===== src/rtl/mem_access_unit_pkg.sv =====
`default_nettype none
// ============================================================================
//  Module      : mem_pkg
//  Description : Shared encodings for the data-memory access unit: access
//                size codes, FSM state codes, default memory size and the
//                legality check applied to every incoming request.
//  Revision    : 1.0  initial release
// ============================================================================
package mem_pkg;

    localparam int MEM_BYTES_DEFAULT = 64;

    // Access size encodings as presented on the request interface
    localparam logic [1:0] SZ_BYTE = 2'b00;
    localparam logic [1:0] SZ_HALF = 2'b01;
    localparam logic [1:0] SZ_WORD = 2'b10;
    localparam logic [1:0] SZ_RSVD = 2'b11;

    // FSM state encodings
    localparam logic [3:0] ST_IDLE  = 4'd0;
    localparam logic [3:0] ST_RSET  = 4'd1;
    localparam logic [3:0] ST_RSTB  = 4'd2;
    localparam logic [3:0] ST_RCAP  = 4'd3;
    localparam logic [3:0] ST_WSET  = 4'd4;
    localparam logic [3:0] ST_WSTB  = 4'd5;
    localparam logic [3:0] ST_WHOLD = 4'd6;
    localparam logic [3:0] ST_DONE  = 4'd7;
    localparam logic [3:0] ST_ERR   = 4'd8;

    // A request is illegal when the size is reserved, the address is not
    // naturally aligned for the size, or a full word at addr would run past
    // the end of memory (the range check applies to every size).
    function automatic logic access_illegal(
        input logic [1:0]  size,
        input logic [31:0] addr,
        input logic [31:0] max_addr
    );
        logic w_bad;
        w_bad = 1'b0;
        if (size == SZ_RSVD)                       w_bad = 1'b1;
        if (size == SZ_HALF && addr[0] != 1'b0)    w_bad = 1'b1;
        if (size == SZ_WORD && addr[1:0] != 2'b00) w_bad = 1'b1;
        if (addr > max_addr)                       w_bad = 1'b1;
        return w_bad;
    endfunction

endpackage
`default_nettype wire


===== src/rtl/mem_access_unit_if.sv =====
`default_nettype none
// ============================================================================
//  Module      : mem_access_unit_if
//  Description : Request/response bundle between the control unit and the
//                access unit, plus the data-memory strobe/address/data bus.
//                master = control unit + memory side, slave = access unit.
//  Revision    : 1.0  initial release
// ============================================================================
interface mem_access_unit_if;

    // Request side
    logic        req;
    logic        we;
    logic [1:0]  size;
    logic        sext;
    logic [31:0] addr;
    logic [31:0] wdata;

    // Response side
    logic        busy;
    logic        done;
    logic        err;
    logic [31:0] rdata;

    // Data memory bus
    logic        mRD;
    logic        mWR;
    logic [31:0] address;
    logic [31:0] DataIn;
    logic [31:0] DMOut;

    modport master (
        output req, we, size, sext, addr, wdata, DMOut,
        input  busy, done, err, rdata, mRD, mWR, address, DataIn
    );

    modport slave (
        input  req, we, size, sext, addr, wdata, DMOut,
        output busy, done, err, rdata, mRD, mWR, address, DataIn
    );

endinterface
`default_nettype wire


===== src/rtl/mem_access_unit_load_ext.sv =====
`default_nettype none
// ============================================================================
//  Module      : mem_load_ext
//  Description : Picks the addressed byte/half/word out of a big-endian
//                memory read word (addressed byte sits in [31:24]) and
//                zero- or sign-extends it to 32 bits.
//  Revision    : 1.0  initial release
// ============================================================================
module mem_load_ext
    import mem_pkg::*;
(
    input  logic [31:0] i_dmout,
    input  logic [1:0]  i_size,
    input  logic        i_sext,
    output logic [31:0] o_result
);

    logic w_fill;

    // Extract the leading bytes and fill the upper bits per sign mode
    always_comb begin
        w_fill   = i_sext & i_dmout[31];
        o_result = i_dmout;
        case (i_size)
            SZ_BYTE: o_result = {{24{w_fill}}, i_dmout[31:24]};
            SZ_HALF: o_result = {{16{w_fill}}, i_dmout[31:16]};
            default: o_result = i_dmout;
        endcase
    end

endmodule
`default_nettype wire


===== src/rtl/mem_access_unit.sv =====
`default_nettype none
// ============================================================================
//  Module      : mem_access_unit
//  Description : CPU-side initiator for the byte-addressed big-endian data
//                memory. Takes one load/store request at a time, sequences
//                mRD/mWR, performs sub-word loads with extension and
//                read-modify-write for byte/half stores, and returns a
//                registered result with a one-cycle done pulse.
//  Revision    : 1.0  initial release
// ============================================================================
module mem_access_unit
    import mem_pkg::*;
#(
    parameter int MEM_BYTES = MEM_BYTES_DEFAULT
)(
    input  logic              CLK,
    input  logic              Reset,
    mem_access_unit_if.slave  bus
);

    // Highest start address at which a full word still fits in memory
    localparam logic [31:0] c_max_addr = 32'(MEM_BYTES - 4);

    logic [3:0]  r_state;
    logic [3:0]  w_next;

    // Request fields captured on acceptance
    logic        r_we;
    logic [1:0]  r_size;
    logic        r_sext;
    logic [31:0] r_wdata;

    // Registered outputs
    logic        r_busy;
    logic        r_done;
    logic        r_err;
    logic        r_mrd;
    logic        r_mwr;
    logic [31:0] r_rdata;
    logic [31:0] r_address;
    logic [31:0] r_datain;

    logic [31:0] w_load_val;
    logic [31:0] w_merged;
    logic [31:0] w_wr_word;
    logic        w_accept;

    assign w_accept = (r_state == ST_IDLE) && bus.req;

    mem_load_ext u_load_ext (
        .i_dmout  (bus.DMOut),
        .i_size   (r_size),
        .i_sext   (r_sext),
        .o_result (w_load_val)
    );

    // Overlay the right-justified store data onto the word read back in RCAP
    always_comb begin
        w_merged = r_wdata;
        case (r_size)
            SZ_BYTE: w_merged = {r_wdata[7:0],  bus.DMOut[23:0]};
            SZ_HALF: w_merged = {r_wdata[15:0], bus.DMOut[15:0]};
            default: w_merged = r_wdata;
        endcase
        // A word store goes straight from IDLE to WSET using the live input
        w_wr_word = (r_state == ST_IDLE) ? bus.wdata : w_merged;
    end

    // State register
    always_ff @(posedge CLK) begin
        if (Reset) r_state <= ST_IDLE;
        else       r_state <= w_next;
    end

    // Next-state decode
    always_comb begin
        w_next = r_state;
        case (r_state)
            ST_IDLE: begin
                if (bus.req) begin
                    if (access_illegal(bus.size, bus.addr, c_max_addr))
                        w_next = ST_ERR;
                    else if (bus.we && bus.size == SZ_WORD)
                        w_next = ST_WSET;
                    else
                        w_next = ST_RSET;
                end
            end
            ST_RSET:  w_next = ST_RSTB;
            ST_RSTB:  w_next = ST_RCAP;
            ST_RCAP:  w_next = r_we ? ST_WSET : ST_DONE;
            ST_WSET:  w_next = ST_WSTB;
            ST_WSTB:  w_next = ST_WHOLD;
            ST_WHOLD: w_next = ST_DONE;
            ST_DONE:  w_next = ST_IDLE;
            ST_ERR:   w_next = ST_IDLE;
            default:  w_next = ST_IDLE;
        endcase
    end

    // Capture request fields only when a request is accepted in IDLE
    always_ff @(posedge CLK) begin
        if (Reset) begin
            r_we    <= 1'b0;
            r_size  <= SZ_BYTE;
            r_sext  <= 1'b0;
            r_wdata <= 32'd0;
        end else if (w_accept) begin
            r_we    <= bus.we;
            r_size  <= bus.size;
            r_sext  <= bus.sext;
            r_wdata <= bus.wdata;
        end
    end

    // Outputs are flops decoded from the next state so strobes never glitch
    always_ff @(posedge CLK) begin
        if (Reset) begin
            r_busy    <= 1'b0;
            r_done    <= 1'b0;
            r_err     <= 1'b0;
            r_mrd     <= 1'b0;
            r_mwr     <= 1'b0;
            r_rdata   <= 32'd0;
            r_address <= 32'd0;
            r_datain  <= 32'd0;
        end else begin
            r_busy <= (w_next != ST_IDLE);
            r_done <= (w_next == ST_DONE) || (w_next == ST_ERR);
            r_err  <= (w_next == ST_ERR);
            r_mrd  <= (w_next == ST_RSTB) || (w_next == ST_RCAP);
            r_mwr  <= (w_next == ST_WSTB);
            if (r_state == ST_IDLE && (w_next == ST_RSET || w_next == ST_WSET))
                r_address <= bus.addr;
            if (w_next == ST_WSET)
                r_datain <= w_wr_word;
            if (r_state == ST_RCAP && !r_we)
                r_rdata <= w_load_val;
        end
    end

    assign bus.busy    = r_busy;
    assign bus.done    = r_done;
    assign bus.err     = r_err;
    assign bus.mRD     = r_mrd;
    assign bus.mWR     = r_mwr;
    assign bus.rdata   = r_rdata;
    assign bus.address = r_address;
    assign bus.DataIn  = r_datain;

endmodule
`default_nettype wire


===== src/flat_wrapper.sv =====
// flat-port wrapper written by rule: the top's interface ports become plain ports
module mem_access_unit_flat import mem_pkg::*;
#(
    parameter int MEM_BYTES = MEM_BYTES_DEFAULT
)
  (CLK, Reset, bus_req, bus_we, bus_size, bus_sext, bus_addr, bus_wdata, bus_DMOut, bus_busy, bus_done, bus_err, bus_rdata, bus_mRD, bus_mWR, bus_address, bus_DataIn);
  mem_access_unit_if bus_i ();
  input  logic CLK;
  input  logic Reset;
  input wire logic [$bits(bus_i.req)-1:0] bus_req;
  input wire logic [$bits(bus_i.we)-1:0] bus_we;
  input wire logic [$bits(bus_i.size)-1:0] bus_size;
  input wire logic [$bits(bus_i.sext)-1:0] bus_sext;
  input wire logic [$bits(bus_i.addr)-1:0] bus_addr;
  input wire logic [$bits(bus_i.wdata)-1:0] bus_wdata;
  input wire logic [$bits(bus_i.DMOut)-1:0] bus_DMOut;
  output wire logic [$bits(bus_i.busy)-1:0] bus_busy;
  output wire logic [$bits(bus_i.done)-1:0] bus_done;
  output wire logic [$bits(bus_i.err)-1:0] bus_err;
  output wire logic [$bits(bus_i.rdata)-1:0] bus_rdata;
  output wire logic [$bits(bus_i.mRD)-1:0] bus_mRD;
  output wire logic [$bits(bus_i.mWR)-1:0] bus_mWR;
  output wire logic [$bits(bus_i.address)-1:0] bus_address;
  output wire logic [$bits(bus_i.DataIn)-1:0] bus_DataIn;
  assign bus_i.req = bus_req;
  assign bus_i.we = bus_we;
  assign bus_i.size = bus_size;
  assign bus_i.sext = bus_sext;
  assign bus_i.addr = bus_addr;
  assign bus_i.wdata = bus_wdata;
  assign bus_i.DMOut = bus_DMOut;
  assign bus_busy = bus_i.busy;
  assign bus_done = bus_i.done;
  assign bus_err = bus_i.err;
  assign bus_rdata = bus_i.rdata;
  assign bus_mRD = bus_i.mRD;
  assign bus_mWR = bus_i.mWR;
  assign bus_address = bus_i.address;
  assign bus_DataIn = bus_i.DataIn;
  mem_access_unit #(.MEM_BYTES(MEM_BYTES)) u_core (.CLK(CLK), .Reset(Reset), .bus(bus_i));
endmodule

===== config.mk =====
export PLATFORM = sky130hd
export DESIGN_NAME = mem_access_unit_flat
export DESIGN_NICKNAME = d
export VERILOG_FILES = /design/src/rtl/mem_access_unit_pkg.sv /design/src/rtl/mem_access_unit_if.sv /design/src/rtl/mem_access_unit_load_ext.sv /design/src/rtl/mem_access_unit.sv /design/src/flat_wrapper.sv
export SDC_FILE = /design/constraint.sdc
export NUM_CORES = 1
export LEC_CHECK = 0
export BUFFER_PORTS_ARGS = -buffer_cell sky130_fd_sc_hd__buf_2
export CAP_MARGIN = 20
export CORE_UTILIZATION = 30
export DETAILED_ROUTE_END_ITERATION = 10
export PLACE_DENSITY = 0.53
export SLEW_MARGIN = 20
export SYNTH_ARGS = -nofsm -noshare
export SYNTH_HDL_FRONTEND = slang
export SYNTH_SLANG_ARGS = --single-unit
export TNS_END_PERCENT = 50

===== constraint.sdc =====
create_clock -name CLK -period 5.6 [get_ports CLK]
set_input_delay 1.12 -clock CLK [delete_from_list [all_inputs] [get_ports CLK]]
set_output_delay 1.12 -clock CLK [all_outputs]
set_load 0.02 [all_outputs]

==> results.md <==
- RR Startpoint: u_core.r_state[1]$_SDFF_PP0_
- Clk sinks: 141
- Critical Path AT: 3.38 ns
- Skew final: 0.0163 ns
- Number of buffers added on ports: 203
- HP Class: reg -> reg
- Worst slew pin tran: 1.05 ns
- Worst hold path cell count: 2
- Asr flop ratio synth: 0%
- DRT Pass-1 Iters: 4
- Area Growth Syn to Fin: 26.7%
- Clock transition at path regs: 0.07 ns
- Worst Setup End Kind: flip-flop
- Pin count of the biggest net entering global routing: 116
- Pre-CTS WS: 2.08 ns
- Maximum vdd drop: 212 uV
- Final setup margin: 2.55 ns
- Cts repair resizes: 0
- Die area: 22000 sq um
- Flop and latch count out of synthesis: 141
- Gr ovfl total: 0
- Setup TNS: 0 ns
- Die W: 148 um
- Hold Fails Final Rpt: 0
- Final setup vio count: 0
- DRC viols: 0
- Synth Warn #: 0
- Crit path max fanout: 50
- Initial Util: 30.6%
- Max Slew Vio Count: 0
- Status: complete, no violations
- Crit path launch type: primary input
- R2R setup slack: 2.56 ns
- Pwr Density: 286 nW/um^2
- Initial antenna violation count: 0
- Worst hold start: u_core.bus.rdata[3]$_SDFFE_PP0P_
- CTS tree: built
- Top cells by area, synth: dfxtp_1 44%, mux2i_1 7.2%, nand2_1 6.9%
- DIE HEIGHT: 148 um
- Worst Setup Path Type: in -> reg
- Number of flops mapped to enable cells by yosys: 0
- CTS hold repair buffers: 0
- Number of max-cap violations: 0
- Detail Route Antenna Nets: 0
- DRT Wirelength: 21700 um
- Cell taking the most area after synthesis: dfxtp_1
- RSZ-0062 raised after global routing: no
- Num rows: 53
- Mapped Area: 6410 sq um
- LEAKAGE: 3.33 nW
- Synth top area share: 44.0%
- Mean Syn Cell Area: 8.23 sq um
- Core area: 21000 sq um
- Hold Path End: u_core.bus.rdata[3]$_SDFFE_PP0P_
- Sequential area share after synthesis: 44.0%
- WP data required: 5.93 ns
- Num CTS Buffers: 17
- Top Ports: 204
- Mapped Nets: 882
- DR vias: 6149
- Root Buffer: clkbuf_16
- Reg2Reg Capture Point: u_core.bus.DataIn[29]$_SDFFE_PP0N_
- Layout Nets: 1039
- Global-route wire length before repair: 32900 um
- Share of cells above drive strength 1: 28.5%
- Final period utilization: 54.5%
- Fmax: 327 MHz
- H-Tree Depth: 4
- Synth Flop Type: dfxtp_1
- Final hold slack: 0.452 ns
- Filler Cells Inserted: 2239
- RePlAce Congestion: 0.736
- Clock latency on the worst-skew pair: 0.43 ns
- DR iter-0 viols: 434
- HPWL after detailed placement: 14800 um
- Number of global-route vias before repair: 5544
- Most frequent cell after synthesis: dfxtp_1
- Drt wl/cell: 17.7 um
- Slew headroom: 29.7%
- R2R depth: 6
- CTS max path bufs: 2
- Diode count: 0
- Tmin final: 3.05 ns
- Detailed-route vias per instance: 5.02
- Synth cell count leaders: 141 x dfxtp_1, 117 x nand2_1, 64 x a21oi_1, 63 x clkbuf_1, 53 x nor2_1
- GRT Util Overall: 19.7%
- Distinct cells, synth: 35
- Post-Syn Instances: 779
- Setup bufs post-CTS: 0
[worst max-delay path by stage]
stage | from | endpoint
after floorplan | bus_addr[30] | u_core.bus.DataIn[11]$_SDFFE_PP0N_
after global placement | bus_addr[8] | u_core.bus.DataIn[30]$_SDFFE_PP0N_
after detailed placement | bus_addr[18] | u_core.bus.DataIn[23]$_SDFFE_PP0N_
after CTS | bus_addr[18] | u_core.bus.DataIn[23]$_SDFFE_PP0N_
after global routing | u_core.r_state[1]$_SDFF_PP0_ | u_core.bus.DataIn[16]$_SDFFE_PP0N_
final | bus_addr[18] | u_core.bus.DataIn[29]$_SDFFE_PP0N_
[stage by stage]
step	total power [mW]	utilization, %	cell area [sq um]	cells
after global routing	2.42	38.8	8130	1224
after detailed placement	1.26	36.1	7570	1192
after CTS	2.35	38.8	8120	1224
after global placement	1.26	36.1	7570	1192
final	2.32	38.8	8130	1224
after floorplan	1.17	-	6410	779
[layer usage]
layer / part of all wire (%) / GRT usage (%) / wire length, um / up-vias
met1: 49 / 28.2 / 10700 / 2857
met4: 1.5 / 6.29 / 316 / 0
met5: 0 / 0 / 0 / -
met3: 4.7 / 3.22 / 1010 / 22
li1: - / - / - / 3086
met2: 45 / 29.8 / 9710 / 184
[cell usage in the layout, fill, tap and decap left out, types with 17 or more instances in the layout]
| cell type | n |
|---|---|
| or4_1 | 17 |
| nor2_1 | 53 |
| dfxtp_1 | 140 |
| a21oi_1 | 64 |
| a211oi_1 | 48 |
| nand4_1 | 33 |
| or3_1 | 17 |
| clkbuf_16 | 17 |
| buf_2 | 202 |
| mux2i_1 | 46 |
| nand3_1 | 18 |
| and2_1 | 27 |
| nand2_1 | 117 |
| nor3_1 | 22 |
| o21ai_0 | 32 |
[cell type report]
type	count	area [sq um]	share of cell area [%]
inverter	17	63.8	0.785
clock buffer	17	425	5.24
clock inverter	15	128	1.57
sequential	141	2820	34.8
timing repair buffer	212	1090	13.4
multi-input combinational	547	3250	40.0
tap	275	344	4.23
[worst max-delay path, stage by stage]
cell and delay [ns]:
buf_2 0.10, nor4_1 0.29, o211ai_1 0.24, or4_4 0.80, a21o_1 0.47, a211oi_1 0.32
[cell families after synthesis]
family	after synthesis	share of synthesized area (%)
compound gates	162	15.5
buf+inv	91	5.46
flops	141	44.0
mux	62	9.99
simple gates	323	25.1
[power by group]
group	switching (mW)	total [mW]	internal, mW	leakage, nW
sequential	0.0203	1.04	1.02	1.14
clock	0.500	1.08	0.582	0.262
combinational	0.124	0.201	0.0769	1.93
[state kept, by name (all words and copies together), names as in the netlist, 2 cells and up]
| name | flops |
|---|---|
| u_core.r_state | 4 |
| u_core.r_wdata | 32 |
| u_core.bus.DataIn | 32 |
| u_core.bus.rdata | 32 |
| u_core.bus.address | 32 |
| u_core.r_size | 2 |
No activity file was read; power rests on OpenSTA's default activity.
